`src/rtl/wide_adder_seq_pkg.sv`:
```
// Shared types and helpers for the chunk-serial wide adder.
package wide_adder_seq_pkg;

  typedef enum logic [1:0] {IDLE, ADD, DONE} state_t;

  // Chunk index width; a single-chunk build still needs a 1-bit index.
  function automatic int unsigned idx_width(input int unsigned words);
    return (words > 1) ? $clog2(words) : 1;
  endfunction

endpackage

```
`src/rtl/wide_adder_seq_if.sv`:
```
// Operand/result handshake bundle for wide_adder_seq.
// The ovf signal exists only when WIDE_ADDER_SEQ_OVF_EN is defined.
interface wide_adder_seq_if #(
  parameter int unsigned N     = 8,
  parameter int unsigned WORDS = 4
);
  localparam int unsigned W = N * WORDS;

  logic         in_valid;
  logic         in_ready;
  logic [W-1:0] a;
  logic [W-1:0] b;
  logic         cin;
  logic         out_valid;
  logic         out_ready;
  logic [W-1:0] sum;
  logic         cout;
  logic         busy;
`ifdef WIDE_ADDER_SEQ_OVF_EN
  logic         ovf;

  modport master (
    output in_valid, a, b, cin, out_ready,
    input  in_ready, out_valid, sum, cout, busy, ovf
  );
  modport slave (
    input  in_valid, a, b, cin, out_ready,
    output in_ready, out_valid, sum, cout, busy, ovf
  );
`else
  modport master (
    output in_valid, a, b, cin, out_ready,
    input  in_ready, out_valid, sum, cout, busy
  );
  modport slave (
    input  in_valid, a, b, cin, out_ready,
    output in_ready, out_valid, sum, cout, busy
  );
`endif

endinterface

```
`src/rtl/fa.sv`:
```
// N-bit combinational adder with carry in/out; the chunk datapath of wide_adder_seq.
module fa #(
  parameter int unsigned N = 8
) (
  input  logic [N-1:0] a,
  input  logic [N-1:0] b,
  input  logic         cin,
  output logic [N-1:0] sum,
  output logic         cout
);

  logic [N:0] full;

  assign full = {1'b0, a} + {1'b0, b} + {{N{1'b0}}, cin};
  assign sum  = full[N-1:0];
  assign cout = full[N];

endmodule

```
`src/rtl/wide_adder_seq.sv`:
```
// Multi-cycle W = N*WORDS adder: one N-bit chunk per cycle through a single fa, carry fed back.
// Optional signed-overflow output enabled by defining WIDE_ADDER_SEQ_OVF_EN.
module wide_adder_seq
  import wide_adder_seq_pkg::*;
#(
  parameter int unsigned N     = 8,
  parameter int unsigned WORDS = 4
) (
  input logic             clk,
  input logic             rst_n,
  wide_adder_seq_if.slave bus
);

  localparam int unsigned W  = N * WORDS;
  localparam int unsigned IW = idx_width(WORDS);
  localparam logic [IW-1:0] LastIdx = IW'(WORDS - 1);

  state_t state_q, state_d;

  logic [W-1:0]  a_q, b_q, sum_q;
  logic          carry_q, cout_q;
  logic [IW-1:0] idx_q;

  logic [N-1:0] fa_a, fa_b, fa_sum;
  logic         fa_cout;
  logic         accept, last;

  assign fa_a   = a_q[idx_q*N +: N];
  assign fa_b   = b_q[idx_q*N +: N];
  assign accept = (state_q == IDLE) && bus.in_valid;
  assign last   = (idx_q == LastIdx);

  fa #(.N(N)) u_fa (
    .a    (fa_a),
    .b    (fa_b),
    .cin  (carry_q),
    .sum  (fa_sum),
    .cout (fa_cout)
  );

  always_ff @(posedge clk or negedge rst_n) begin
    if (!rst_n) begin
      state_q <= IDLE;
    end else begin
      state_q <= state_d;
    end
  end

  always_comb begin
    state_d       = state_q;
    bus.in_ready  = 1'b0;
    bus.out_valid = 1'b0;
    bus.busy      = 1'b0;
    unique case (state_q)
      IDLE: begin
        bus.in_ready = 1'b1;
        if (bus.in_valid) state_d = ADD;
      end
      ADD: begin
        bus.busy = 1'b1;
        if (last) state_d = DONE;
      end
      DONE: begin
        bus.busy      = 1'b1;
        bus.out_valid = 1'b1;
        if (bus.out_ready) state_d = IDLE;
      end
      default: state_d = IDLE;
    endcase
  end

  always_ff @(posedge clk or negedge rst_n) begin
    if (!rst_n) begin
      a_q     <= '0;
      b_q     <= '0;
      sum_q   <= '0;
      carry_q <= 1'b0;
      cout_q  <= 1'b0;
      idx_q   <= '0;
    end else if (accept) begin
      a_q     <= bus.a;
      b_q     <= bus.b;
      carry_q <= bus.cin;
      idx_q   <= '0;
    end else if (state_q == ADD) begin
      sum_q[idx_q*N +: N] <= fa_sum;
      carry_q             <= fa_cout;
      if (last) begin
        cout_q <= fa_cout;
      end else begin
        idx_q <= idx_q + IW'(1);
      end
    end
  end

  assign bus.sum  = sum_q;
  assign bus.cout = cout_q;

`ifdef WIDE_ADDER_SEQ_OVF_EN
  logic ovf_q;
  logic msb_cin;

  // Carry into the MSB recovered from the top chunk's MSB operand and sum bits.
  assign msb_cin = fa_a[N-1] ^ fa_b[N-1] ^ fa_sum[N-1];

  always_ff @(posedge clk or negedge rst_n) begin
    if (!rst_n) begin
      ovf_q <= 1'b0;
    end else if ((state_q == ADD) && last) begin
      ovf_q <= msb_cin ^ fa_cout;
    end
  end

  assign bus.ovf = ovf_q;
`endif

endmodule

```
`src/flat_wrapper.sv`:
```
// flat-port wrapper written by rule: the top's interface ports become plain ports
module wide_adder_seq_flat import wide_adder_seq_pkg::*;
#(
  parameter int unsigned N     = 8,
  parameter int unsigned WORDS = 4
)
  (clk, rst_n, bus_in_valid, bus_a, bus_b, bus_cin, bus_out_ready, bus_in_ready, bus_out_valid, bus_sum, bus_cout, bus_busy);
  wide_adder_seq_if #(.N(N), .WORDS(WORDS)) bus_i ();
  input logic clk;
  input logic rst_n;
  input wire logic [$bits(bus_i.in_valid)-1:0] bus_in_valid;
  input wire logic [$bits(bus_i.a)-1:0] bus_a;
  input wire logic [$bits(bus_i.b)-1:0] bus_b;
  input wire logic [$bits(bus_i.cin)-1:0] bus_cin;
  input wire logic [$bits(bus_i.out_ready)-1:0] bus_out_ready;
  output wire logic [$bits(bus_i.in_ready)-1:0] bus_in_ready;
  output wire logic [$bits(bus_i.out_valid)-1:0] bus_out_valid;
  output wire logic [$bits(bus_i.sum)-1:0] bus_sum;
  output wire logic [$bits(bus_i.cout)-1:0] bus_cout;
  output wire logic [$bits(bus_i.busy)-1:0] bus_busy;
  assign bus_i.in_valid = bus_in_valid;
  assign bus_i.a = bus_a;
  assign bus_i.b = bus_b;
  assign bus_i.cin = bus_cin;
  assign bus_i.out_ready = bus_out_ready;
  assign bus_in_ready = bus_i.in_ready;
  assign bus_out_valid = bus_i.out_valid;
  assign bus_sum = bus_i.sum;
  assign bus_cout = bus_i.cout;
  assign bus_busy = bus_i.busy;
  wide_adder_seq #(.N(N), .WORDS(WORDS)) u_core (.clk(clk), .rst_n(rst_n), .bus(bus_i));
endmodule
```
`config.mk`:
```
export PLATFORM = sky130hd
export DESIGN_NAME = wide_adder_seq_flat
export DESIGN_NICKNAME = d
export VERILOG_FILES = /design/src/rtl/wide_adder_seq_pkg.sv /design/src/rtl/wide_adder_seq_if.sv /design/src/rtl/fa.sv /design/src/rtl/wide_adder_seq.sv /design/src/flat_wrapper.sv
export SDC_FILE = /design/constraint.sdc
export NUM_CORES = 1
export LEC_CHECK = 0
export ABC_AREA = 0
export BUFFER_PORTS_ARGS = -buffer_cell sky130_fd_sc_hd__buf_2
export CAP_MARGIN = 20
export CELL_PAD_IN_SITES_DETAIL_PLACEMENT = 1
export CELL_PAD_IN_SITES_GLOBAL_PLACEMENT = 2
export CORE_MARGIN = 2
export CORE_UTILIZATION = 30
export CTS_CLUSTER_DIAMETER = 50
export DETAILED_ROUTE_END_ITERATION = 8
export PLACE_DENSITY = 0.63
export SLEW_MARGIN = 30
export SYNTH_ARGS = -nofsm -noshare
export SYNTH_HDL_FRONTEND = slang
export SYNTH_SLANG_ARGS = --single-unit
```
`constraint.sdc`:
```
create_clock -name clk -period 6.7 [get_ports clk]
set_input_delay 0.335 -clock clk [delete_from_list [all_inputs] [get_ports clk]]
set_output_delay 0.335 -clock clk [all_outputs]
set_load 0.01 [all_outputs]
```
==> metrics.md, run 1 <==
| Metric | Value |
|---|---|
| Outcome | finished, violations left |
| Failing checks | hold timing |
| R2R Path End | u_core.bus.sum[6] |
| Worst Setup Start Kind | flop |
| WL final | 11.7 mm |
| Critical path peak fanout | 13 |
| Mapped Area | 4730 sq um |
| TritonCTS buffer count | 9 |
| CTS tree | done |
| Post-route ant nets | 0 |
| DRC | 0 |
| Max Cap Viol | 0 |
| Vias | 2993 |
| Hold WS | -0.00942 ns |
| Yosys warns | 0 |
| First DRT Iteration DRCs | 81 |
| Dpl hpwl | 8.62 mm |
| Cts hold-fix bufs | 0 |
| R2R depth | 10 |
| # resized after CTS | 0 |
| GRT Total Usage | 14.6% |
| Maximum VDD drop | 0.261 mV |
| Cell with the most instances after synthesis | dfrtp_1 |
| CP bufs+invs | 2 |
| Fin Clk Skew | 0.0120 ns |
| Rel. slew slack | 42.7% |
| Slew @ Worst Pin | 0.860 ns |
| Clk sinks | 102 |
| Type of the worst setup path | reg -> reg |
| Avg Inst Size Synth | 15.0 sq um |
| Routed wire length per instance | 18.3 microns |
| FF-to-FF setup slack | 3.29 ns |
| Final Cycle Share | 50.9% |
| Die span in x | 130 microns |
| Clk Latency, worst-skew pair | 0.36 ns |
| Vias in the first global route | 3295 |
| # port buffers | 104 |
| Max stage delay on crit path | 0.77 ns |
| Most used DFF post-synth | dfrtp_1 |
| Worst Setup Slack, final | 3.29 ns |
| Root Buffer | clkbuf_16 |
| Unrepaired setup endpoints after global routing | no |
| Reg-to-reg critical path startpoint | u_core.idx_q[0] |
| # nets final | 509 |
| Number of synthesized flops with an enable pin | 0 |
| Async S/R FF share, synth | 100% |
| Gpl congestion | 0.767 |
| Synth area leaders | dfrtp_1 (54%), mux2_2 (15%), mux4_2 (7.6%) |
| I/O Pins | 105 |
| Final Max Tran Viols | 0 |
| Yosys cell types | 30 |
| Initial DRT Pass Iterations | 4 |
| Share of cells above drive strength 1 | 51.5% |
| Total grt overflow | 0 |
| Register bit total from synthesis | 102 |
| Pre-CTS setup slack | 3.22 ns |
| Arrival @ worst endpoint | 3.65 ns |
| Crit path time final | 3.41 ns |
| Crit-path cells | buf_4 -> mux4_2 -> fa_1 -> inv_1 -> fa_1 -> nand2b_1 -> a21oi_1 -> a211oi_2 -> xnor2_1 -> a22o_1 |
| Final Non-Filler Cells | 640 |
| Largest net degree at the start of global routing | 67 |
| DIE AREA | 16800 sq um |
| Synthesized Nets | 403 |
| Post-CTS setup buffer count | 0 |
| Initial antenna violation count | 2 |
| Critical Path Most Common Cell | fa_1 |
| Crit path max-delay cell type | dfrtp_1 |
| Post-synthesis sequential area ratio | 53.9% |
| Synth area leader | dfrtp_1 |
| CP top delay family | flip-flops |
| Layout area overhead | 22.0% |
| Synth top area share | 53.9% |
| Crit end category | flop |
| Hold Violations, Final | 3 |
| Commonest cells in the netlist | dfrtp_1 (102), mux2_2 (65), a22o_1 (28) |
| Htree depth | 3 |
| Leakage | 2.68 nW |
| Rows | 45 |
| Pwr Density | 573 nW/um^2 |
| Worst-path clk slew | 0.07 ns |
| Wire length of the first global-routing pass | 18.6 mm |
| Initial core utilization | 30.9% |
| Hold Path Class | in -> async |
| Placed insts | 622 |
| Max Freq | 293 MHz |
| Fin util | 37.7% |
| Cells after Synth | 316 |
| Total Power | 3.31 mW |
| Routed vias/inst | 4.68 |
| Clk buf depth | 2 |
| Std-Cell Core Area | 15300 sq um |
| Fin Setup TNS | 0 ns |
| WP data required | 6.94 ns |
| Die Ht | 130 microns |
| Setup Viol. Count Final | 0 |
## placed cells by master (no fill, tap or decap)
cell,n
buf_2,103
a21oi_2,2
nand2_4,2
nand2_2,3
a22o_1,28
inv_8,1
dfrtp_2,1
a21oi_1,11
buf_4,4
nor4_4,1
and3b_1,1
o21ai_1,3
nor4b_4,3
diode_2,2
nor2b_2,1
bufinv_16,1
nand2b_1,2
o211ai_1,2
xnor2_1,7
clkinv_4,2
clkbuf_16,9
o21bai_1,1
clkbuf_8,2
mux4_2,16
inv_1,13
a31oi_1,2
o21a_1,1
a21o_2,1
clkinvlp_4,1
mux2_2,65
ha_1,16
nand2_1,8
fa_1,2
a211oi_2,2
o21ai_0,5
nor2_1,4
dfrtp_1,101
## stage by stage
step	area [sq um]	hold WS (ns)
detailed placement	5450	0.384
finish	5770	-0.00942
CTS	5770	0.00804
global placement	5450	0.371
global route	5770	0.0344
floorplan	4730	0.0394
## cell families (layout without fill, tap and decap cells)
family          count (synthesis)  in the layout  synth area share [%]
simple gates                   25             25                  4.36
buf+inv                        25            136                  3.07
other cells                     0              2                     0
flops                         102            102                  53.9
mux                            81             81                  23.1
fa+ha+maj                      18             18                  5.08
xor+xnor                        7              7                  1.30
compound gates                 58             58                  9.17
## registers in the layout, indices dropped and copies added, names as in the netlist
name and count:
u_core.a_q 32, u_core.idx_q 2, u_core.state_q 2, u_core.carry_q 1
u_core.bus.cout 1, u_core.bus.sum 32, u_core.b_q 32
## layout make-up
class	count	area, sq um
inverters	13	48.8
flip-flops and latches	102	2550
repair buffers	107	546
clock buffers	11	253
diodes	2	5.00
fillers	1657	9540
well taps	211	264
multi-input cells	189	2040
clock inverters	5	66.3
## report_power, final
group / internal (mW) / total [mW] / leakage [nW] / switching [mW]
Sequential: 0.904 / 1.09 / 1.27 / 0.189
Clock: 0.314 / 0.558 / 0.154 / 0.244
Combinational: 0.788 / 1.66 / 1.26 / 0.868
## layer usage
layer,track usage (%),routed length (microns)
met1,20.7,5610
met2,22.1,5290
met3,3.30,649
met4,5.12,177
met5,0,0
## worst register-to-register path: stages (launching register included)
cell and delay [ns]:
dfrtp_1 0.77, buf_4 0.40, mux4_2 0.56, fa_1 0.46
inv_1 0.10, fa_1 0.19, nand2b_1 0.13, a21oi_1 0.09
a211oi_2 0.21, xnor2_1 0.17, a22o_1 0.23
## worst max path at each step
stage | start | to | slack [ns] | cells past startpoint
final | u_core.idx_q[0] | u_core.bus.sum[6] | 3.29 | 10
after global routing | u_core.idx_q[0] | u_core.bus.sum[22] | 2.94 | 10
after CTS | u_core.idx_q[0] | u_core.bus.sum[14] | 3.20 | 10
after detailed placement | u_core.idx_q[0] | u_core.bus.sum[6] | 3.22 | 10
after global placement | u_core.idx_q[0] | u_core.bus.sum[6] | 3.27 | 10
after floorplan | u_core.idx_q[0] | u_core.bus.sum[14] | 3.82 | 11
(Power assumes the default switching activity.)
==> run 2: changes to the inputs <==
clock period = 3.3 ns   (was 6.7 ns; I/O delays follow)
==> run 2 against run 1 <==
Compared with the run above: register-to-register slack lost 2.9 ns; critical path type unchanged; the flow now finishes without violations; largest power group unchanged; clock skew down 0.0073 ns; utilization up 0.34 points; count of clock-buffer cells in the layout is 3 higher; via count rose by 1.5%.
==> metrics.md, run 2 (same netlist as run 1, synthesis figures left out) <==
| Metric | Value |
|---|---|
| Share of cells above drive strength 1 | 51.4% (-0.13 points) |
| WL final | 11.8 mm (+0.37%) |
| Layout area overhead | 23.1% |
| Routed wire length per instance | 18.3 microns (-0.10%) |
| CP bufs+invs | 1 (-1) |
| Type of the worst setup path | reg -> reg |
| Initial antenna violation count | 0 (-2) |
| Final Cycle Share | 87.6% (+37 points) |
| Initial core utilization | 30.9% (unchanged) |
| Fin Clk Skew | 0.00473 ns (-0.00730 ns) |
| Post-route ant nets | 0 (unchanged) |
| Met1 wire length | 5.45 mm (-2.9%) |
| Slew @ Worst Pin | 0.695 ns (-0.165 ns) |
| Fin Setup TNS | 0 ns (unchanged) |
| DR top layer | met4 |
| Outcome | finished, final reports clean |
| Met2 WL | 5.59 mm (+5.7%) |
| Placed insts | 626 (+0.64%) |
| Final Non-Filler Cells | 643 (+0.47%) |
| Reg-to-reg critical path startpoint | u_core.idx_q[0] |
| # port buffers | 104 (unchanged) |
| Largest net degree at the start of global routing | 71 (+6.0%) |
| Routed vias/inst | 4.72 (+1.0%) |
| Hold Violations, Final | 0 (-3) |
| Worst Setup Start Kind | flop |
| Final Max Tran Viols | 0 (unchanged) |
| Max Freq | 346 MHz (+18%) |
| Crit end category | flop |
| Critical Path Most Common Cell | fa_1 |
| Leakage | 2.71 nW (+1.3%) |
| CP top delay family | adder cells |
| Clk sinks | 102 (unchanged) |
| Layout fillers | 1640 (-1.0%) |
| Hold Path Class | in -> reg |
| GRT Total Usage | 14.8% (+0.17 points) |
| Rel. slew slack | 53.5% (+11 points) |
| Most frequent cells in the layout | buf_2 (103), dfrtp_1 (102), mux2_2 (65) |
| Fin util | 38.0% (+0.34 points) |
| Final Cell Area | 5830 sq um (+0.91%) |
| Unrepaired setup endpoints after global routing | no |
| Total grt overflow | 0 (unchanged) |
| Rows | 45 (unchanged) |
| # resized after CTS | 0 (unchanged) |
| CP startpoint | u_core.idx_q[0] |
| Crit-path cells | mux4_2 -> fa_1 -> inv_1 -> fa_1 -> nand2b_1 -> a21oi_1 -> a211oi_2 -> xnor2_1 -> a22o_1 |
| Met3 WL | 538 microns (-17%) |
| Setup Viol. Count Final | 0 (unchanged) |
| Pwr Density | 1160 nW/um^2 (+100%) |
| Die Ht | 130 microns (unchanged) |
| Pre-CTS setup slack | 0.396 ns (-2.82 ns) |
| Crit path time final | 2.89 ns (-0.521 ns) |
| Gpl congestion | 0.766 (-0.16%) |
| CTS tree | done |
| Worst-path clk slew | 0.07 ns (about the same) |
| Worst Setup Slack, final | 0.408 ns (-2.88 ns) |
| Dpl hpwl | 8.92 mm (+3.5%) |
| Clk buf depth | 2 (unchanged) |
| Arrival @ worst endpoint | 3.13 ns (-0.52 ns) |
| Placed Area | 5490 sq um (+0.78%) |
| Post-CTS setup buffer count | 0 (unchanged) |
| First DRT Iteration DRCs | 124 (+53%) |
| Most common cell after layout, fill and taps aside | buf_2 |
| # nets final | 514 (+0.98%) |
| Max stage delay on crit path | 0.60 ns (-0.17 ns) |
| DIE AREA | 16800 sq um (unchanged) |
| DRC | 0 (unchanged) |
| Vias | 3037 (+1.5%) |
| TritonCTS buffer count | 9 (unchanged) |
| WP data required | 3.54 ns (-3.40 ns) |
| Vias in the first global route | 3284 (-0.33%) |
| Std-Cell Core Area | 15300 sq um (unchanged) |
| Die span in x | 130 microns (unchanged) |
| Crit path max-delay cell type | dfrtp_1 |
| Wire length of the first global-routing pass | 18.6 mm (-0.22%) |
| Hold Startpoint | bus_b[22] |
| Max Cap Viol | 0 (unchanged) |
| Cts hold-fix bufs | 1 (+1) |
| Diodes inserted | 0 (-2) |
| Htree depth | 3 (unchanged) |
| Root Buffer | clkbuf_16 |
| Initial DRT Pass Iterations | 4 (unchanged) |
| Maximum VDD drop | 0.497 mV (+91%) |
| Critical path peak fanout | 9 (-4) |
| I/O Pins | 105 (unchanged) |
| Clk Latency, worst-skew pair | 0.35 ns (about the same) |
[run 2: cell types whose count changed in the layout (fill, tap and decap cells not counted), moves of 2 or more]
cell,previous run,this run
diode_2,2,0
clkbuf_8,2,4
clkinv_4,2,0
buf_4,4,6
[run 2: layout make-up]
cell class	count	area [sq um]	area share, %
inverter	13	48.8	0.838
timing repair buffer	112	602	10.3
sequential	102	2550	43.8
tap	211	264	4.53
clock inverter	2	37.5	0.644
clock buffer	14	284	4.88
multi-input combinational	189	2040	35.0
[run 2: path summary, 6_finish.rpt]
check,to,slack (ns),depth (start not counted)
worst max-delay path,u_core.bus.sum[6],0.41,9
worst min-delay path,u_core.b_q[22],0.04,2
worst max register to register,u_core.bus.sum[6],0.41,9
worst min register to register,u_core.b_q[29],0.50,1
max in group asynchronous,u_core.b_q[28],2.17,3
min in group asynchronous,u_core.bus.sum[7],0.39,2
[run 2: per-stage QoR]
stage          hold WS [ns]  total power [mW]
2_1_floorplan        -0.131              4.68
4_1_cts              0.0289              6.87
3_5_place_dp          0.374              5.72
6_report             0.0443              6.76
3_3_place_gp          0.361              5.61
5_1_grt              0.0340              7.27
[run 2: worst register-to-register path, stage by stage (launching register included)]
cell and delay (ns):
dfrtp_1 0.60, mux4_2 0.59, fa_1 0.46, inv_1 0.10, fa_1 0.20, nand2b_1 0.14, a21oi_1 0.08, a211oi_2 0.22
xnor2_1 0.17, a22o_1 0.23
[run 2: routing by layer]
metal / GRT usage (%) / vias up
li1: - / 1389
met1: 19.8 / 1550
met2: 23.7 / 85
met3: 3.43 / 13
met4: 5.00 / 0
met5: 0 / -
[run 2: power by group]
group,internal [mW],total (mW),switching (mW),leakage [nW]
combinational,1.63,3.44,1.81,1.29
clock,0.671,1.12,0.453,0.155
sequential,1.84,2.20,0.358,1.27
total,4.14,6.76,2.62,2.71
==> run 3: changes to the inputs <==
CORE_ASPECT_RATIO = 2   (was not set)
CTS_CLUSTER_SIZE = 25   (was not set)
==> run 3 against run 2 <==
Compared with the run above: clock power decreased by 4%; setup slack better by 0.11 ns; sequential share of layout area rose by 0.35 points; die area up 0.36%; fmax is 3.8% higher; non-clock buffer count unchanged; via count shrank 1.1%; count of clock-buffer cells in the layout down 4; register-to-register slack better by 0.11 ns; final area shrank 0.79%; critical path type unchanged; critical endpoint is now u_core.bus.sum[21].
==> metrics.md, run 3 (same netlist as run 1, synthesis figures left out) <==
| Metric | Value |
|---|---|
| Crit path time final | 2.79 ns (-0.105 ns) |
| # resized after CTS | 0 (unchanged) |
| R2R Path End | u_core.bus.sum[21] |
| First DRT Iteration DRCs | 91 (-27%) |
| Final Max Tran Viols | 0 (unchanged) |
| Final Cycle Share | 84.5% (-3.2 points) |
| Unrepaired setup endpoints after global routing | no |
| R2R depth | 8 (-1) |
| Pre-CTS setup slack | 0.444 ns (+0.0484 ns) |
| Vias | 3005 (-1.1%) |
| WHS Endpoint | u_core.b_q[12] |
| Vias in the first global route | 3324 (+1.2%) |
| Total grt overflow | 0 (unchanged) |
| Leakage | 2.70 nW (-0.54%) |
| Final Non-Filler Cells | 633 (-1.6%) |
| Rows | 65 (+44%) |
| Dpl hpwl | 8.82 mm (-1.1%) |
| Fin Setup TNS | 0 ns (unchanged) |
| Cts hold-fix bufs | 1 (unchanged) |
| WP data required | 3.58 ns (+0.04 ns) |
| Setup Viol. Count Final | 0 (unchanged) |
| Root Buffer | clkbuf_16 |
| WL final | 11.7 mm (-0.51%) |
| Hold Violations, Final | 0 (unchanged) |
| Most common cell after layout, fill and taps aside | buf_2 |
| Largest net degree at the start of global routing | 54 (-24%) |
| Most frequent cells in the layout | buf_2 (103), dfrtp_1 (102), mux2_2 (65) |
| I/O Pins | 105 (unchanged) |
| Worst-path clk slew | 0.08 ns (about the same) |
| Outcome | finished, final reports clean |
| Gpl congestion | 0.723 (-5.7%) |
| Initial antenna violation count | 0 (unchanged) |
| Worst Setup Start Kind | flop |
| CTS tree | done |
| Type of the worst setup path | reg -> reg |
| # nets final | 514 (unchanged) |
| Reg-to-reg critical path startpoint | u_core.idx_q[0] |
| Hold Path Class | in -> reg |
| Critical path peak fanout | 10 (+1) |
| # port buffers | 104 (unchanged) |
| Rel. slew slack | 52.9% (-0.58 points) |
| Max Cap Viol | 0 (unchanged) |
| Post-route ant nets | 0 (unchanged) |
| Placed insts | 616 (-1.6%) |
| Hold path cells | 2 (unchanged) |
| Max Freq | 359 MHz (+3.8%) |
| Routed vias/inst | 4.75 (+0.51%) |
| Worst Setup Slack, final | 0.513 ns (+0.105 ns) |
| Layout area overhead | 22.1% |
| Fin Clk Skew | 0.0183 ns (+0.0135 ns) |
| Die Ht | 182 microns (+40%) |
| Htree depth | 3 (unchanged) |
| Std-Cell Core Area | 15600 sq um (+2.0%) |
| DRC | 0 (unchanged) |
| Die span in x | 92.8 microns (-28%) |
| GRT Total Usage | 14.6% (-0.21 points) |
| Clk Latency, worst-skew pair | 0.36 ns (about the same) |
| FF-to-FF setup slack | 0.51 ns (+0.11 ns) |
| Slew @ Worst Pin | 0.706 ns (+0.0116 ns) |
| Pwr Density | 1170 nW/um^2 (+0.86%) |
| Initial DRT Pass Iterations | 4 (unchanged) |
| DIE AREA | 16900 sq um (+0.36%) |
| Clk sinks | 102 (unchanged) |
| Share of cells above drive strength 1 | 51.4% (unchanged) |
| Post-CTS setup buffer count | 0 (unchanged) |
| Hold WS | 0.0358 ns (-0.00846 ns) |
| Arrival @ worst endpoint | 3.07 ns (-0.06 ns) |
| Crit end category | flop |
| Diodes inserted | 0 (unchanged) |
| Hold Startpoint | bus_b[12] |
| Clk buf depth | 2 (unchanged) |
| Wire length of the first global-routing pass | 18.8 mm (+1.2%) |
| Initial core utilization | 30.3% (-0.59 points) |
| Maximum VDD drop | 0.416 mV (-16%) |
| Routed wire length per instance | 18.5 microns (+1.1%) |
| TritonCTS buffer count | 9 (unchanged) |
-- run 3: cell types whose count changed in the layout (fill, tap and decap cells not counted), sizes merged --
cell,before,now
clkbuf,14,10
inv,13,18
clkinv,0,1
clkinvlp,1,0
bufinv,1,0
-- run 3: power by group --
group / total [mW] / leakage [nW] / internal (mW) / switching [mW]
Combinational: 3.51 / 1.29 / 1.62 / 1.89
Clock: 1.07 / 0.143 / 0.536 / 0.529
Sequential: 2.19 / 1.27 / 1.84 / 0.353
Total: 6.76 / 2.70 / 3.99 / 2.77
-- run 3: worst max-delay path: stages, from the launching register on --
cell,delay [ns]
dfrtp_1,0.46
buf_4,0.28
mux4_2,0.55
ha_1,0.37
o21ai_0,0.12
o21bai_1,0.23
a21oi_2,0.09
xnor2_1,0.41
a22o_1,0.21
-- run 3: final cells by class --
| cell class | count | area (sq um) |
|---|---|---|
| multi-input combinational | 189 | 2040 |
| timing repair buffer | 112 | 598 |
| sequential | 102 | 2550 |
| clock buffer | 10 | 229 |
| clock inverter | 6 | 62.6 |
| fill | 1691 | 9840 |
| inverter | 13 | 48.8 |
| tap | 201 | 251 |
-- run 3: per-layer routing --
| layer | wire length (microns) | up-vias | share of wire, % | track usage (%) |
|---|---|---|---|---|
| met4 | 141 | 0 | 1.2 | 4.24 |
| met5 | 0 | - | 0 | 0 |
| met3 | 553 | 11 | 4.7 | 2.86 |
| li1 | - | 1388 | - | - |
| met2 | 5840 | 87 | 50 | 23.7 |
| met1 | 5180 | 1519 | 44 | 19.8 |
-- run 3: worst max-delay path by stage --
stage / startpoint / endpoint / slack, ns
after global placement: u_core.idx_q[0] / u_core.bus.sum[13] / 0.50
after global routing: u_core.idx_q[0] / u_core.bus.sum[21] / 0.24
after floorplan: u_core.idx_q[0] / u_core.bus.sum[14] / 0.42
final: u_core.idx_q[0] / u_core.bus.sum[21] / 0.51
after CTS: u_core.idx_q[0] / u_core.bus.sum[21] / 0.41
after detailed placement: u_core.idx_q[0] / u_core.bus.sum[29] / 0.44
-- run 3: per-stage QoR --
step / power [mW] / utilization, % / area (sq um)
4_1_cts: 6.94 / 37.0 / 5780
5_1_grt: 7.30 / 37.0 / 5780
3_5_place_dp: 5.84 / 35.1 / 5480
2_1_floorplan: 4.68 / - / 4730
3_3_place_gp: 5.80 / 35.1 / 5480
6_report: 6.76 / 37.0 / 5780
